**src/rtl/bomber_stats_encoder.sv**
```systemverilog
// bomber_stats_encoder: converts a player stats sample (tile X/Y, lives, bombs)
// into the packed tens/units word read by the text overlay stage.
// Optional feature: define BOMBER_STATS_VBLNK_SYNC_EN to hold each commit
// until the next rising edge of i_vblnk, so the overlay never tears mid-frame.
module bomber_stats_encoder #(
    parameter int unsigned POS_MAX = 19
) (
    input  logic        i_pclk,
    input  logic        i_rst_n,
    input  logic        i_vblnk,
    input  logic        i_stats_valid,
    output logic        o_stats_ready,
    input  logic [4:0]  i_pos_x,
    input  logic [4:0]  i_pos_y,
    input  logic [2:0]  i_lives,
    input  logic [1:0]  i_bombs,
    output logic [14:0] o_axi_data,
    output logic        o_update,
    output logic        o_range_err
);

    typedef enum logic [2:0] {
        IDLE       = 3'd0,
        CONV_X     = 3'd1,
        CONV_Y     = 3'd2,
`ifdef BOMBER_STATS_VBLNK_SYNC_EN
        WAIT_FRAME = 3'd3,
`endif
        COMMIT     = 3'd4
    } state_t;

    typedef struct packed {
        logic [1:0] bombs;
        logic [2:0] lives;
        logic [4:0] y;
        logic [4:0] x;
    } stats_t;

    localparam logic [4:0] POS_MAX_C = 5'(POS_MAX);

    // Clamp a coordinate to POS_MAX and split it into {units[3:0], tens}.
    function automatic logic [4:0] enc_coord(input logic [4:0] v);
        logic [4:0] c;
        logic [4:0] d;
        c = (v > POS_MAX_C) ? POS_MAX_C : v;
        d = c - 5'd10;
        if (c >= 5'd10) enc_coord = {d[3:0], 1'b1};
        else            enc_coord = {c[3:0], 1'b0};
    endfunction

    state_t      state, state_nxt;
    stats_t      work;
    logic [14:0] shadow;
    logic        vblnk_rise;

`ifdef BOMBER_STATS_VBLNK_SYNC_EN
    logic vblnk_q;

    // Registered copy of vblnk for rising-edge detection.
    always_ff @(posedge i_pclk or negedge i_rst_n) begin
        if (!i_rst_n) vblnk_q <= 1'b0;
        else          vblnk_q <= i_vblnk;
    end

    assign vblnk_rise = i_vblnk & ~vblnk_q;
`else
    logic unused_vblnk;
    assign unused_vblnk = i_vblnk;
    assign vblnk_rise   = 1'b0;
`endif

    assign o_stats_ready = (state == IDLE);

    // State register.
    always_ff @(posedge i_pclk or negedge i_rst_n) begin
        if (!i_rst_n) state <= IDLE;
        else          state <= state_nxt;
    end

    // Next-state logic; vblnk edges only matter while waiting for the frame.
    always_comb begin
        state_nxt = state;
        case (state)
            IDLE:       if (i_stats_valid) state_nxt = CONV_X;
            CONV_X:     state_nxt = CONV_Y;
`ifdef BOMBER_STATS_VBLNK_SYNC_EN
            CONV_Y:     state_nxt = WAIT_FRAME;
            WAIT_FRAME: if (vblnk_rise) state_nxt = COMMIT;
`else
            CONV_Y:     state_nxt = COMMIT;
`endif
            COMMIT:     state_nxt = IDLE;
            default:    state_nxt = IDLE;
        endcase
    end

    // Capture, per-coordinate conversion into the shadow word, and commit.
    always_ff @(posedge i_pclk or negedge i_rst_n) begin
        if (!i_rst_n) begin
            work        <= '0;
            shadow      <= '0;
            o_axi_data  <= '0;
            o_update    <= 1'b0;
            o_range_err <= 1'b0;
        end else begin
            o_update <= 1'b0;
            case (state)
                IDLE: if (i_stats_valid) work <= {i_bombs, i_lives, i_pos_y, i_pos_x};
                CONV_X: begin
                    shadow[4:0]   <= enc_coord(work.x);
                    shadow[14:10] <= {work.bombs, work.lives};
                    if (work.x > POS_MAX_C) o_range_err <= 1'b1;
                end
                CONV_Y: begin
                    shadow[9:5] <= enc_coord(work.y);
                    if (work.y > POS_MAX_C) o_range_err <= 1'b1;
                end
                COMMIT: begin
                    o_axi_data <= shadow;
                    o_update   <= 1'b1;
                end
                default: ;
            endcase
        end
    end

endmodule

```
**config.mk**
```make
export PLATFORM = sky130hd
export DESIGN_NAME = bomber_stats_encoder
export DESIGN_NICKNAME = d
export VERILOG_FILES = /design/src/rtl/bomber_stats_encoder.sv
export SDC_FILE = /design/constraint.sdc
export NUM_CORES = 1
export LEC_CHECK = 0
export ABC_CLOCK_PERIOD_IN_PS = 2120
export CORE_UTILIZATION = 52
export CTS_BUF_LIST = sky130_fd_sc_hd__clkbuf_16
export CTS_CLUSTER_SIZE = 28
export DETAILED_ROUTE_END_ITERATION = 7
export MAX_ROUTING_LAYER = met4
export PLACE_DENSITY = 0.87
export SLEW_MARGIN = 40
export SYNTH_ARGS = -nofsm -noshare
export SYNTH_HDL_FRONTEND = slang
export SYNTH_SLANG_ARGS = --single-unit
export TNS_END_PERCENT = 20
```
**constraint.sdc**
```tcl
create_clock -name i_pclk -period 2.12 [get_ports i_pclk]
set_input_delay 0.424 -clock i_pclk [delete_from_list [all_inputs] [get_ports i_pclk]]
set_output_delay 0.424 -clock i_pclk [all_outputs]
set_load 0.01 [all_outputs]
```
==> impl_metrics.py <==
metrics = {
    "final_layout": {
        "diodes": 0,
        "fillers": 244,
        "design_area_um2": 2670,
        "drive_gt1_share_pct": 24.6,
        "fin_cells": 251,
        "nets": 223,
        "fin_util_pct": 70.2,
        "layout-area-overhead-vs-synth_pct": 25.1,
    },
    "worst_setup_path": {
        "cpPeakStageDelay_ns": 0.57,
        "start_kind": "flop",
        "worstSetupPathType": "reg -> out",
        "cp.arrival_ns": 1.52,
        "cp_cell_sequence": "nor3_2, clkdlybuf4s50_1",
        "cp.required_ns": 1.70,
        "critical_path.top_delay_family": "buffers and inverters",
        "cp_slowest_cell": "clkdlybuf4s50_1",
        "critical_path_buf_inv_count": 1,
        "endpoint_kind": "primary output",
        "crit_fanout": 4,
    },
    "placement": {
        "numPortBuffers": 35,
        "placed_area_um2": 2530,
        "place_congestion": 0.908,
        "pre_cts_ws_ns": 0.284,
        "hpwl_mm": 2.69,
        "dp.cells": 243,
    },
    "logic_synthesis": {
        "synth_common_cells": "dfrtp_1 (50), mux2_2 (35), a21oi_1 (12), nor2_1 (12), o21ai_0 (8)",
        "synth_area_leaders": "dfrtp_1 (59%), mux2_2 (19%), a21oi_1 (2.8%)",
        "syn_inst": 162,
        "synth_edf_count": 0,
        "yosys.area.top_type_share_pct": 58.8,
        "yosys.area.top_type": "dfrtp_1",
        "synth_top_flop_cell": "dfrtp_1",
        "synth_cell_type_count": 23,
        "ys_async_sr_fraction_pct": 100,
        "syn-num-nets": 183,
        "yosysWarnings": 0,
        "yosysSeqAreaShare_pct": 58.8,
        "syn_area_per_cell_um2": 13.1,
        "yosysMostFrequentCell": "dfrtp_1",
        "synthesis.area_um2": 2130,
        "yosys_register_bits": 50,
    },
    "die": {
        "num_rows": 22,
        "io_pins": 37,
        "die_x_um": 66.0,
        "die_y_um": 66.0,
        "die_area_um2": 4360,
        "start_util_pct": 56.1,
        "core-area_um2": 3800,
    },
    "clock_tree": {
        "cts_setup_buffers": 0,
        "clk_pin_slew_ns": 0.06,
        "htree_levels": 2,
        "ctsResizeCount": 0,
        "cts.path.max_buffers": 2,
        "cts_hold_buf": 0,
        "cts_tree": "yes",
        "ctsRootBufferMaster": "clkbuf_16",
        "cts_sinks": 50,
        "insertion_delay_ns": 0.28,
        "cts_made_buffers": 5,
    },
    "sta": {
        "setup_viol": 0,
        "grt_setup_unrepaired": "false",
        "hold_viol_final": 0,
        "report.final.slew_viol_count": 0,
        "setup_ws_ns": 0.171,
        "period_minus_slack_ns": 1.95,
        "tightest_slew_ns": 0.325,
        "fmaxAchievable_ghz": 0.513,
        "skew_ns": 0.00345,
        "slew_headroom_pct": 78.3,
        "fin_tns_setup_ns": 0,
        "layout_worst_path_cycle_share_pct": 91.9,
    },
    "power": {
        "ir_worst_vdd_mv": 0.895,
        "leakage_uw": 0.00113,
        "powerDensity_nw_per_um2": 1620,
    },
    "global_route": {
        "grt_pass1_vias": 1448,
        "grt_pass1_wl_mm": 6.73,
        "grtUsageTotal_pct": 21.7,
        "grt_max_degree": 51,
        "grt_overflow": 0,
        "antenna_found_initial": 0,
    },
    "drt": {
        "viasPerCell": 5.59,
        "vias": 1403,
        "antenna_left": 0,
        "dr.pass1.iters": 4,
        "drt_iter0_drc": 74,
        "wl_per_cell_um": 15.7,
        "drt-total-wl_mm": 3.95,
        "drc": 0,
    },
    "status": {
        "status": "finished, final reports clean",
    },
    "flow_run": {
        "drv_cap": 0,
    },
    "min_path": {
        "min_path_type": "in -> async",
    },
}
-- final timing paths --
path	start	end	slack [ns]	cells after the start
hold / removal	i_rst_n	shadow[1]	0.12	2
max in group asynchronous	i_rst_n	work[8]	1.78	2
setup reg to reg	work[4]	shadow[3]	0.21	7
hold reg to reg	shadow[7]	shadow[7]	0.50	1
setup / recovery	state[0]	o_stats_ready	0.17	2
min in group i_pclk	shadow[7]	shadow[7]	0.50	1
-- stage by stage --
| step | hold slack, ns | total power, uW |
|---|---|---|
| detailed placement | 0.428 | 3580 |
| global route | 0.140 | 4610 |
| CTS | 0.135 | 4340 |
| global placement | 0.423 | 3430 |
| finish | 0.122 | 4310 |
| floorplan | 0.128 | 2910 |
-- flip-flops by register name, summed over array words and instances (netlist names) --
register / count
o_axi_data: 15
o_range_err: 1
o_update: 1
shadow: 15
state: 3
work: 15
-- kinds of logic (layout without fill, tap and decap cells) --
logic type      count (synthesis)  after routing  synth area share (%)
fa+ha+maj                       2              2                  1.17
buf+inv                        11             52                  3.41
simple gates                   31             31                  8.05
compound gates                 31             31                  9.17
flops                          50             50                  58.8
mux                            37             37                  19.4
-- cell usage in the layout, fill, tap and decap left out, types with 2 or more instances in the layout --
| cell type | n |
|---|---|
| o21ai_0 | 8 |
| dfrtp_1 | 50 |
| o221ai_1 | 2 |
| ha_1 | 2 |
| nand2_1 | 4 |
| nor2_1 | 12 |
| clkbuf_16 | 5 |
| clkdlybuf4s50_1 | 34 |
| buf_4 | 4 |
| o21a_1 | 4 |
| a21oi_1 | 12 |
| o311ai_0 | 2 |
| inv_1 | 5 |
| nor3b_2 | 2 |
| mux2i_1 | 2 |
| nand2b_1 | 6 |
| nor2b_1 | 4 |
| o211a_1 | 2 |
| mux2_2 | 35 |
-- power breakdown --
group          switching (uW)  internal (uW)
sequential                382           1420
combinational             746           1030
clock                     307            426
-- cell type report --
| class | count | area [um2] | area share [%] |
|---|---|---|---|
| multi-input cells | 101 | 806 | 30.2 |
| clock inverters | 3 | 12.5 | 0.469 |
| inverters | 4 | 15.0 | 0.563 |
| repair buffers | 40 | 395 | 14.8 |
| well taps | 48 | 60.1 | 2.25 |
| flip-flops and latches | 50 | 1250 | 46.9 |
| clock buffers | 5 | 125 | 4.69 |
-- routing by layer --
metal	track usage (%)	part of all wire, %	up-vias
li1	-	-	648
met1	25.7	41	723
met2	36.0	54	25
met3	4.14	3.2	7
met4	9.31	1.6	0
met5	-	0	-
(Power assumes the default switching activity.)
